<file path="config.mk">
export PLATFORM = sky130hd
export DESIGN_NAME = multicycle_stage_ctrl
export DESIGN_NICKNAME = d
export VERILOG_FILES = /design/src/rtl/multicycle_stage_ctrl.sv
export SDC_FILE = /design/constraint.sdc
export NUM_CORES = 1
export LEC_CHECK = 0
export ABC_AREA = 1
export BUFFER_PORTS_ARGS = -buffer_cell sky130_fd_sc_hd__buf_2
export CORE_UTILIZATION = 59
export DETAILED_ROUTE_END_ITERATION = 10
export GPL_TIMING_DRIVEN = 0
export PLACE_DENSITY = 0.86
export SKIP_LAST_GASP = 1
export SYNTH_ARGS = -nofsm -noshare
export SYNTH_HDL_FRONTEND = slang
export SYNTH_SLANG_ARGS = --single-unit
</file>
<file path="constraint.sdc">
create_clock -name clk -period 3.33 [get_ports clk]
set_input_delay 0.1665 -clock clk [delete_from_list [all_inputs] [get_ports clk]]
set_output_delay 0.1665 -clock clk [all_outputs]
set_load 0.01 [all_outputs]
</file>
<file path="src/rtl/multicycle_stage_ctrl.sv">
// Token-passing sequencer for the five-stage multi-cycle CPU (IF/ID/EXE/MEM/WB).
// Optional MC_MEM_SKIP_EN: EXE bypasses MEM when the instruction is not a load/store.
module multicycle_stage_ctrl #(
  parameter int unsigned CNT_W = 32
) (
  input  logic             clk,
  input  logic             reset,
  input  logic             hold,
  input  logic             IF_over,
  input  logic             ID_over,
  input  logic             EXE_over,
  input  logic             MEM_over,
  input  logic             WB_over,
  input  logic             mem_access,
  output logic             IF_valid,
  output logic             ID_valid,
  output logic             EXE_valid,
  output logic             MEM_valid,
  output logic             WB_valid,
  output logic             IF_ID_en,
  output logic             ID_EXE_en,
  output logic             EXE_MEM_en,
  output logic             MEM_WB_en,
  output logic             next_fetch,
  output logic [2:0]       ctrl_state,
  output logic [CNT_W-1:0] cycle_cnt,
  output logic [CNT_W-1:0] inst_cnt
);

  typedef enum logic [4:0] {
    S_IDLE = 5'b00000,
    S_IF   = 5'b00001,
    S_ID   = 5'b00010,
    S_EXE  = 5'b00100,
    S_MEM  = 5'b01000,
    S_WB   = 5'b10000
  } state_e;

  state_e           state_q, state_d;
  logic [CNT_W-1:0] cycle_cnt_q, inst_cnt_q;
  logic             skip_mem;
  logic             run;

`ifdef MC_MEM_SKIP_EN
  assign skip_mem = ~mem_access;
`else
  logic unused_mem_access;
  assign unused_mem_access = mem_access;
  assign skip_mem          = 1'b0;
`endif

  assign IF_valid  = state_q[0];
  assign ID_valid  = state_q[1];
  assign EXE_valid = state_q[2];
  assign MEM_valid = state_q[3];
  assign WB_valid  = state_q[4];

  // Enables are masked by reset so an in-flight handshake cannot latch a bus while resetting.
  assign run        = ~reset;
  assign IF_ID_en   = run & IF_valid  & IF_over;
  assign ID_EXE_en  = run & ID_valid  & ID_over;
  assign EXE_MEM_en = run & EXE_valid & EXE_over;
  assign MEM_WB_en  = run & ((MEM_valid & MEM_over) | (EXE_valid & EXE_over & skip_mem));
  assign next_fetch = run & WB_valid  & WB_over;

  assign cycle_cnt = cycle_cnt_q;
  assign inst_cnt  = inst_cnt_q;

  always_comb begin
    state_d    = state_q;
    ctrl_state = 3'd0;
    unique case (state_q)
      S_IDLE: begin
        ctrl_state = 3'd0;
        if (!hold) state_d = S_IF;
      end
      S_IF: begin
        ctrl_state = 3'd1;
        if (IF_over) state_d = S_ID;
      end
      S_ID: begin
        ctrl_state = 3'd2;
        if (ID_over) state_d = S_EXE;
      end
      S_EXE: begin
        ctrl_state = 3'd3;
        if (EXE_over) state_d = skip_mem ? S_WB : S_MEM;
      end
      S_MEM: begin
        ctrl_state = 3'd4;
        if (MEM_over) state_d = S_WB;
      end
      S_WB: begin
        ctrl_state = 3'd5;
        if (WB_over) state_d = hold ? S_IDLE : S_IF;
      end
      default: begin
        state_d    = S_IDLE;
        ctrl_state = 3'd0;
      end
    endcase
  end

  always_ff @(posedge clk) begin
    if (reset) begin
      state_q     <= S_IDLE;
      cycle_cnt_q <= '0;
      inst_cnt_q  <= '0;
    end else begin
      state_q     <= state_d;
      cycle_cnt_q <= cycle_cnt_q + CNT_W'(1);
      if (next_fetch) inst_cnt_q <= inst_cnt_q + CNT_W'(1);
    end
  end

endmodule
</file>
=== Word level (Yosys, flattened, before mapping) ===
Cells that the tools add are included.

* Output and inout bits: 77
* Bits of input ports: 9
* Logic and storage cells: 38
* Flip-flop bits (word level): 69

* Equal/unequal tests: 11
* Reductions and logical operators: 2
* Multiplexer cells: 9
* Bitwise gates (word level): 11
* $add $sub $neg: 2

{| class="wikitable"
|+ Operator list
! cell !! number
|-
| 32-bit by 1-bit adder with 32-bit output (second input constant) || 2
|-
| 5-bit two-way mux || 6
|-
| 5-bit one-hot mux with 6 select lines || 1
|-
| 3-bit one-hot mux with 5 select lines || 1
|-
| 2-bit inequality test (second input constant) || 6
|-
| 1-bit AND || 10
|-
| 6-bit AND reduction || 1
|-
| 5-bit by 1-bit == test with 1-bit output (second input constant) || 1
|-
| 5-bit by 2-bit == test with 1-bit output (second input constant) || 1
|-
| 5-bit by 3-bit == test with 1-bit output (second input constant) || 1
|-
| 5-bit by 4-bit == test with 1-bit output (second input constant) || 1
|-
| 5-bit == test (second input constant) || 1
|-
| 5-bit zero test || 1
|-
| 1-bit two-way mux || 1
|-
| 1-bit inverter || 1
|}

=== Longest topological paths before layout ===
Gate-level depths: netlist (run 1).

* Depth after elaboration: 3
* Gate-level depth with buffers: 10
* Mapped depth without buffers: 10

=== Worst setup path after synthesis (run 1) ===
OpenSTA, ideal clock, no wires.

* Kind: register -> register
* From: reg cycle_cnt_q[0] (netlist: cycle_cnt[0])
* To: reg cycle_cnt_q[22] (netlist: cycle_cnt[22])
* Path buffers: 0
* Required time: 3215 ps
* Period minus slack after synthesis: 1553 ps
* Library setup time: 115 ps
* Setup slack: 1777 ps
* Stages on the path, launching flop included: 11
* Data arrival time: 1438 ps
* Path through: dfxtp_1 > ha_1 > nand2_1 > nor2_4 > inv_2 > nor2_2 > nand2_1 > nor2_1 > nand3_1 > nand2_1 > nor2_1

* Cells in the longest elaborated chain, start to end: 1

{| class="wikitable"
|+ Ends and longest elaborated chain
! element !! line !! source
|-
| from (decl) || 40 || <nowiki>logic [CNT_W-1:0] cycle_cnt_q, inst_cnt_q;</nowiki>
|-
| from (signal assigned) || 111 || <nowiki>cycle_cnt_q <= cycle_cnt_q + CNT_W'(1);</nowiki>
|-
| 32-bit by 1-bit adder with 32-bit output || 111 ||
|}

No other way between the ends.
A chain may end at the register's enable or synchronous reset.

=== Worst setup path in the final report (run 1) ===
Ends and elaborated chain as after synthesis.

==> results of run 1 <==
==> worst max-delay path, delay by kind of cell, from the launching register on <==
kind                       cells  cell delay, ns
adders and majority gates      1            0.20
buffers and inverters          1            0.06
DFF                            1            0.42
and+or+nand+nor                8            0.98
==> worst min path at each step <==
stage                       start            end  slack (ns)  cells past startpoint
detailed placement  cycle_cnt[31]  cycle_cnt[31]        0.46                      2
global route              ID_over     state_q[1]        0.19                      4
finish                      reset    inst_cnt[1]        0.19                      4
floorplan                 WB_over    inst_cnt[0]        0.38                      2
global placement    cycle_cnt[31]  cycle_cnt[31]        0.46                      2
CTS                       ID_over     state_q[1]        0.18                      4
==> flip-flops by register name, indices dropped and copies added, names as in the netlist <==
name	count
inst_cnt	32
state_q	5
cycle_cnt	32
==> cells in the mapped netlist <==
library cell and number:
nand3_1 38, clkbuf_1 5, and2_4 1, o21ai_1 6, nand2_2 4, a21oi_2 1
inv_1 79, nor2_2 6, nand4_1 10, o21ai_0 16, dfxtp_1 69, nor2_8 1
nor3_2 1, nand3b_1 4, nand3_2 5, o21a_1 4, nand2_1 149, buf_6 1
clkbuf_8 1, nor3_1 28, inv_2 4, nor3_4 1, ha_1 2, nor2_4 6
nand2_4 2, buf_2 1, a21oi_1 39, o21ba_2 1, and3_1 1, xor2_1 7
nor2_1 98, nand3_4 2, a31oi_1 2, o21bai_1 3
==> power groups by stage <==
stage / Combinational (mW) / Sequential [mW] / Clock [mW]
floorplan: 0.303 / 0.927 / 0
CTS: 0.448 / 0.902 / 0.744
detailed placement: 0.445 / 0.920 / 0
finish: 0.455 / 0.904 / 0.745
global placement: 0.428 / 0.919 / 0
global route: 0.504 / 0.908 / 0.780
==> area by class of cell <==
type	instances	area, µm²	share of cell area, %
multi-input combinational	438	2120	46.2
sequential	69	1380	30.0
timing repair buffer	83	415	9.04
inverter	83	312	6.78
clock buffer	12	165	3.59
tap	77	96.3	2.10
clock inverter	4	53.8	1.17
buffer	8	48.8	1.06
==> layer usage <==
layer  wire length [µm]  vias to the layer above
met5                  0                        -
met4                218                        0
met3                865                       24
met2               4860                      213
met1               4550                     1968
li1                   -                     2099
==> cell families (layout without fill, tap and decap cells) <==
logic type | count (synthesis) | after routing | share of synthesized area (%)
and+or+nand+nor | 357 | 357 | 42.7
buffers and inverters | 91 | 190 | 9.32
AOI/OAI and AO/OA | 72 | 72 | 10.1
DFF | 69 | 69 | 35.7
xor gates and xnor gates | 7 | 7 | 1.59
adders and majority gates | 2 | 2 | 0.647
==> metrics.md, run 1 <==
| Metric | Value |
|---|---|
| Global route hottest layer | met2 |
| Filler Cell Count | roughly 570 |
| 1st-iter DRT viols | between 200 and 300 |
| Total grt overflow | 0 |
| Critical path endpoint | cycle_cnt[22] |
| Grt met1 use | approximately two fifths |
| Worst hold margin | about 0.19 ns |
| Most common cell after layout, fill and taps aside | nand2_1 |
| Crit. End Element | register |
| Critical path class | reg2reg |
| Pin count of the biggest net entering global routing | 13 |
| Critical Path Max Stage Delay | 0.42 ns |
| Worst path most repeated cell | nand2_1 |
| Vias in the first global route | roughly 4000 |
| CTS resizes | 0 |
| Power Internal | roughly 1.4 mW |
| Cell variety after synth | 34 |
| # setup viols final | 0 |
| Die Span Y | between 80 and 90 µm |
| Min cycle time layout | about 1.8 ns |
| Max IR drop VDD | between 0.4 and 0.5 mV |
| DRT Pass-1 Iters | 5 |
| Most frequent cells in the layout | 149 x nand2_1, 98 x nor2_1, 84 x buf_2 |
| Clock Sinks | just under 70 |
| Antenna-violating nets left | 0 |
| Crit path launch type | register |
| Post-Layout Inst Area | around 4600 µm² |
| Tot Pwr | 2.10 mW |
| Final core occ | between 70% and 80% |
| Die Area | about 7000 µm² |
| Headroom to the max-slew limit | between 50% and 60% |
| Core ar. | 6350 µm² |
| CP max FO | 7 |
| Tot GR Track Use | 31.0% |
| Combinational share of power | 21.6% |
| H-tree levels | 3 |
| CTS max path bufs | 2 |
| Switching Fraction | about a third |
| Reg2Reg Launch Point | cycle_cnt[0] |
| Die width | between 80 and 90 µm |
| Port bufs | 83 |
| Worst-Skew Late Latency | 0.34 ns |
| Final net count | about 700 |
| Fmax achieved | between 500 and 600 MHz |
| Placed Area | approximately 4400 µm² |
| Slack of the worst reg-to-reg path | approximately 1.6 ns |
| Final Hold Vio Count | 0 |
| Endpoint of the worst-slack reg-to-reg timing path | cycle_cnt[22] |
| Vias/cell | about 5.6 |
| Routed wire per std cell | approximately 14 µm |
| Number of post-CTS setup repair buffers | 0 |
| P_sw | between 600 and 700 µW |
| FP Rows | 29 |
| Worst Hold Class | in2reg |
| Worst Path Required | between 3 and 4 ns |
| Mapped Area | 3870 µm² |
| CTS Root Cell | clkbuf_8 |
| Max cap viols | 0 |
| Initial antenna violation count | 0 |
| Max Slew Vio Count | 0 |
| Synth top area share | approximately 36% |
| Crit. Startpoint | cycle_cnt[0] |
| RSZ-0062 raised after global routing | false |
| Final wirelength | around 10 mm |
| Pre-CTS setup slack | 1.59 ns |
| Worst-Margin Slew | around 0.65 ns |
| Dpl hpwl | ~7.9 mm |
| Seq/Total Area, Yosys | 35.7% |
| Mapped Avg Cell Area | about 6.5 µm² |
| Non-filler cells in the finished layout | a little under 800 |
| Clock transition at path regs | 0.08 ns |
| Routing usage on met2 | between 50 and 60% |
| DRC violations left | 0 |
| CP Cell Sequence | ha_1, nand2_1, nor2_4, inv_2, nor2_2, nand2_1, nor2_1, nand3_1, nand2_1, nor2_1 |
| Synthesized instance count | roughly 600 |
| Number of synthesized register bits | just under 70 |
| Leak pwr | approximately 2 nW |
| FF-to-FF path depth | 10 |
| TritonCTS Buffers | 9 |
| Power per cell area | 458 nW/µm² |
| CTS Hold Bufs | 0 |
| Area contributors post-synth | dfxtp_1 36%, nand2_1 14%, nor2_1 9.5%, inv_1 7.7%, a21oi_1 5.0% |
| Final Skew | around 0.014 ns |
| Final TNS setup | 0 ns |
| Placer congestion estimate | around 1 |
| Tcrit/Tclk final | between 50% and 60% |
| Placed cells | about 760 |
| Mapped Nets | 609 |
| Io pins | 86 |
| Area leader, netlist | dfxtp_1 |
| Vias | 4304 |
| Critical path arrival | roughly 2 ns |
| Starting Density | between 60% and 70% |
| CP max-delay cell | dfxtp_1 |
| Area growth syn-to-layout | 18.9% |
| Seq pwr share | ~43% |
| Run status | finished, final reports clean |
| Clock power share | between 30 and 40% |
| First-pass GRT wire length | 17.6 mm |
| Share of layout cells above drive strength 1 | 19.7% |
| Antenna Cells | 0 |
| YS warnings | 0 |
| TritonCTS clock tree | done |
| Met3 usage | between 5 and 6% |
| Final worst slack | roughly 1.6 ns |
Power figures use the tool's default switching activity.
==> run 2: changes to the inputs <==
Settings changed: CORE_UTILIZATION 59 to 55, PLACE_DENSITY 0.86 to 0.81.
Clock period 3.33 ns to 1.8 ns, I/O delays scaled along.
==> run 2 against run 1 <==
Against the previous run:
- routed wire length fell by 4.5%
- non-clock buffer count grew 1
- die area grew 7.1%
- via count shrank 2.2%
- critical path type unchanged
==> metrics.md, run 2 (synthesized netlist as in run 1, its figures left out) <==
| Metric | Value |
|---|---|
| Run status | finished, final reports clean |
| 1st-iter DRT viols | approximately 300 |
| CP Cell Sequence | nand3_1, inv_1, nand2_1, nor2_1, nand2_1, o21ai_1, a21oi_1 |
| Critical path class | reg2reg |
| CTS max path bufs | 2 |
| Vias | around 4200 |
| Io pins | 86 |
| Starting Density | a little under three fifths |
| Clock Sinks | between 60 and 70 |
| FF-to-FF path depth | 7 |
| CP top delay family | simple AND/OR/NAND/NOR gates |
| Slack of the worst reg-to-reg path | roughly 0.12 ns |
| Crit path launch type | register |
| Die width | ~86 µm |
| DRC violations left | 0 |
| Max cap viols | 0 |
| Share of layout cells above drive strength 1 | between 10% and 20% |
| # setup viols final | 0 |
| Vias/cell | 5.31 |
| Placer congestion estimate | ~0.95 |
| Port bufs | 83 |
| Vias in the first global route | 3569 |
| CTS Hold Bufs | 0 |
| Worst-Skew Late Latency | 0.35 ns |
| Headroom to the max-slew limit | a little under 60% |
| H-tree levels | 3 |
| Crit. End Element | register |
| CP max-delay cell | dfxtp_1 |
| Worst Path Required | 2.04 ns |
| Core ar. | 6790 µm² |
| Critical Path Max Stage Delay | between 0.3 and 0.4 ns |
| TritonCTS clock tree | done |
| Hold endpoint | state_q[1] |
| Pin count of the biggest net entering global routing | 11 |
| Worst-Margin Slew | 0.634 ns |
| Final TNS setup | 0 ns |
| Die Span Y | 85.8 µm |
| RSZ-0062 raised after global routing | false |
| Crit. Startpoint | cycle_cnt[2] |
| Die Area | about 7400 µm² |
| Most common cell after layout, fill and taps aside | nand2_1 |
| Area growth syn-to-layout | 19.3% |
| Antenna-violating nets left | 0 |
| Endpoint of the worst-slack reg-to-reg timing path | cycle_cnt[17] |
| Power per cell area | between 800 and 900 nW/µm² |
| TritonCTS Buffers | 9 |
| Dpl hpwl | 7.72 mm |
| Initial antenna violation count | 0 |
| Min-delay src | ID_over |
| CP max FO | 6 |
| Max IR drop VDD | about 0.84 mV |
| Pre-CTS setup slack | 0.0488 ns |
| Max Slew Vio Count | 0 |
| Worst Hold Class | in2reg |
| Antenna Cells | 0 |
| Reg2Reg Launch Point | cycle_cnt[2] |
| DRT Pass-1 Iters | 5 |
| Leak pwr | 1.97 nW |
| Min cycle time layout | roughly 1.7 ns |
| Fmax achieved | a little under 600 MHz |
| Final net count | around 700 |
| Final Hold Vio Count | 0 |
| Final wirelength | roughly 10 mm |
| CTS Root Cell | clkbuf_8 |
| Final Skew | approximately 0.0077 ns |
| Tot Pwr | between 3 and 4 mW |
| Worst hold margin | 0.0670 ns |
| Tot GR Track Use | approximately 28% |
| Final worst slack | between 0.1 and 0.15 ns |
| Most frequent cells in the layout | 149 x nand2_1, 97 x nor2_1, 84 x buf_2 |
| Critical path arrival | ~1.9 ns |
| Clock transition at path regs | 0.07 ns |
| Worst Path Buf+Inv | 1 |
| Tcrit/Tclk final | between 90 and 100% |
| FP Rows | 30 |
| Filler Cell Count | around 630 |
| First-pass GRT wire length | between 15 and 20 mm |
| Worst path most repeated cell | nand2_1 |
| Total grt overflow | 0 |
| Routed wire per std cell | approximately 13 µm |
| Hold Path Depth | 4 |
-- run 2: routing by layer --
metal  GRT usage [%]  routed length [µm]  share of wire [%]  vias up
met3            3.85                 680                6.8       20
met1            39.1                4710                 47     1917
met5               0                   0                  0        -
met4            10.2                 184                1.8        0
met2            45.8                4440                 44      179
li1                -                   -                  -     2095
-- run 2: worst min-delay path: cells and delay by family --
kind	cells	cell delay, ns
AND/OR/NAND/NOR	1	0.10
buffers and inverters	2	0.11
AO/OA/AOI/OAI	1	0.06
-- run 2: stage by stage --
step                      cell area (µm²)  utilization (%)  instances
after floorplan                      3870                -        598
after global placement               4400             64.8        777
after detailed placement             4400             64.8        777
after CTS                            4590             67.6        792
after global routing                 4610             67.9        793
final                                4610             67.9        793
-- run 2: power by group --
group          switching (mW)  leakage [nW]  internal, mW
logic                   0.540          1.32         0.291
registers              0.0819         0.557          1.59
clock network           0.572        0.0968         0.711
total                    1.19          1.97          2.59
-- run 2: layout make-up --
| type | count | area [µm²] | area share, % |
|---|---|---|---|
| clock inverters | 1 | 30.0 | 0.651 |
| inverters | 83 | 312 | 6.76 |
| well taps | 96 | 120 | 2.61 |
| multi-input cells | 438 | 2130 | 46.2 |
| plain buffers | 8 | 48.8 | 1.06 |
| repair buffers | 84 | 423 | 9.17 |
| clock buffers | 14 | 163 | 3.53 |
| flip-flops and latches | 69 | 1380 | 30.0 |
-- run 2: worst max-delay path by stage --
stage,endpoint,slack (ns),cells after the start
5_1_grt,cycle_cnt[17],0.003,7
3_5_place_dp,cycle_cnt[22],0.05,10
2_1_floorplan,cycle_cnt[22],0.25,10
6_report,cycle_cnt[17],0.12,7
3_3_place_gp,cycle_cnt[22],0.10,10
4_1_cts,cycle_cnt[22],0.03,10
-- run 2: what timing repair did --
item	4_1_cts	5_1_grt
setup buffers	0	1
endpoints found under the setup margin	0	7
gates resized for setup	0	3
==> run 3: changes to the inputs <==
Settings changed: MAX_ROUTING_LAYER set to met4.
==> run 3 against run 2 <==
Against the previous run:
- routed wire length is 2.5% higher
- clock-buffer cell count is 1 higher
- hold slack better by 0.011 ns
- maximum frequency is 0.95% higher
- setup slack better by 0.016 ns
- via count hardly changed
- core utilization is 0.13 points higher
- sequential share of layout area is 0.057 points lower
- critical endpoint is now cycle_cnt[22]
==> metrics.md, run 3 (synthesized netlist as in run 1, its figures left out) <==
| Metric | Value |
|---|---|
| Routed wire per std cell | 12.9 µm |
| Max cap viols | 0 |
| Vias | 4215 |
| Most common cell after layout, fill and taps aside | nand2_1 |
| Worst Path Required | ~2 ns |
| DRT Pass-1 Iters | 5 |
| Vias in the first global route | approximately 3700 |
| Leak pwr | around 2.0 nW |
| Crit path launch type | register |
| # setup viols final | 0 |
| CTS Root Cell | clkbuf_8 |
| Clock Sinks | 69 |
| Pre-CTS setup slack | around 0.074 ns |
| Pin count of the biggest net entering global routing | 11 |
| Critical path class | reg2reg |
| Reg2Reg Launch Point | cycle_cnt[1] |
| Placer congestion estimate | about 0.96 |
| Fmax achieved | 602 MHz |
| FF-to-FF path depth | 10 |
| CTS max path bufs | 2 |
| TritonCTS Buffers | 9 |
| Initial antenna violation count | 0 |
| Die Area | about 7400 µm² |
| TritonCTS clock tree | done |
| Filler Cell Count | 620 |
| Antenna Cells | 0 |
| Min cycle time layout | 1.66 ns |
| Die Span Y | 85.8 µm |
| CP max FO | 5 |
| Io pins | 86 |
| Headroom to the max-slew limit | a little under three fifths |
| Starting Density | a little under three fifths |
| Tcrit/Tclk final | between 90% and 100% |
| Dpl hpwl | ~7.7 mm |
| Vias/cell | around 5.3 |
| 1st-iter DRT viols | 320 |
| Post-Layout Inst Area | about 4600 µm² |
| First-pass GRT wire length | 16.7 mm |
| Area growth syn-to-layout | 19.5% |
| Critical path arrival | 1.89 ns |
| H-tree levels | 3 |
| Final worst slack | approximately 0.14 ns |
| Final core occ | about two thirds |
| FP Rows | 30 |
| Met2 wire len | 4.61 mm |
| Run status | finished, final reports clean |
| Max Used Layer | met4 |
| M1 WL | around 4.7 mm |
| Antenna-violating nets left | 0 |
| Most frequent cells in the layout | 148 x nand2_1, 97 x nor2_1, 84 x buf_2 |
| Final net count | 705 |
| Hold endpoint | state_q[1] |
| Total grt overflow | 0 |
| Final Skew | 0.00783 ns |
| Worst-Margin Slew | about 0.64 ns |
| Clock transition at path regs | about 0.070 ns |
| Worst-Skew Late Latency | roughly 0.34 ns |
| Hold Path Depth | 4 |
| Worst Hold Class | in2reg |
| Core ar. | between 6000 and 7000 µm² |
| Crit. End Element | register |
| Routed met3 length | approximately 700 µm |
| DRC violations left | 0 |
| Endpoint of the worst-slack reg-to-reg timing path | cycle_cnt[22] |
| Final Hold Vio Count | 0 |
| Max IR drop VDD | slightly below 0.8 mV |
| Port bufs | 83 |
| Placed Area | ~4400 µm² |
| Power per cell area | ~810 nW/µm² |
| Min-delay src | ID_over |
| Tot GR Track Use | around 29% |
| Die width | approximately 86 µm |
| Slack of the worst reg-to-reg path | between 0.1 and 0.15 ns |
| Max Slew Vio Count | 0 |
| Final wirelength | around 10 mm |
| Share of layout cells above drive strength 1 | about a fifth |
-- run 3: cell types whose count changed in the layout (fill, tap and decap cells not counted) --
cell	before	now
buf_4	1	2
clkbuf_1	8	10
clkbuf_8	12	11
nand2_1	149	148
nand2_2	4	5
nor2_2	6	5
nor2_4	7	8
-- run 3: worst max-delay path: stages (launching register included) --
cell and delay (ns):
dfxtp_1 0.37, ha_1 0.18, nand2_1 0.10, nor2_4 0.20, inv_2 0.07, nor2_4 0.16, nand2_1 0.11, nor2_1 0.15
nand3_1 0.09, nand2_1 0.08, nor2_1 0.04
-- run 3: what timing repair did --
| item | 4_1_cts | 5_1_grt |
|---|---|---|
| gates resized for setup | 0 | 5 |
| hold endpoints to repair | 0 | 0 |
| setup endpoints to repair | 0 | 6 |
| hold buffers | 0 | 0 |
| setup buffers | 0 | 2 |
-- run 3: worst max-delay path by stage --
stage	from	end	slack, ns	cells past startpoint
2_1_floorplan	cycle_cnt[0]	cycle_cnt[22]	0.25	10
3_3_place_gp	cycle_cnt[0]	cycle_cnt[22]	0.10	10
3_5_place_dp	cycle_cnt[0]	cycle_cnt[22]	0.07	10
4_1_cts	cycle_cnt[0]	cycle_cnt[22]	0.05	10
5_1_grt	cycle_cnt[1]	cycle_cnt[22]	-0.02	10
6_report	cycle_cnt[1]	cycle_cnt[22]	0.14	10
-- run 3: final cells by class --
cell class / count / area [µm²] / share of cell area, %
Multi-Input combinational cell: 438 / 2140 / 46.3
Sequential cell: 69 / 1380 / 29.9
Timing Repair Buffer: 85 / 430 / 9.32
Inverter: 83 / 312 / 6.74
Clock buffer: 15 / 156 / 3.39
Tap cell: 96 / 120 / 2.60
Buffer: 8 / 48.8 / 1.06
Clock inverter: 1 / 30.0 / 0.650
-- run 3: per-stage QoR --
stage                     setup TNS (ns)  cells  hold WS (ns)  power [mW]
after floorplan                        0    598         0.288        2.28
after global placement                 0    777         0.428        2.49
after detailed placement               0    777         0.423        2.51
after CTS                              0    793        0.0680        3.75
after global routing             -0.0166    795         0.103        3.95
final                                  0    795        0.0782        3.76
-- run 3: power breakdown --
part / leakage [nW] / switching, mW / internal, mW
sequential: 0.557 / 0.0799 / 1.59
combinational: 1.33 / 0.544 / 0.291
clock: 0.0919 / 0.575 / 0.683
total: 1.98 / 1.20 / 2.56
-- run 3: routing by layer --
| layer | track usage, % | vias to the layer above |
|---|---|---|
| li1 | - | 2097 |
| met1 | 38.3 | 1906 |
| met2 | 46.0 | 183 |
| met3 | 3.27 | 29 |
| met4 | 13.3 | 0 |
| met5 | - | - |
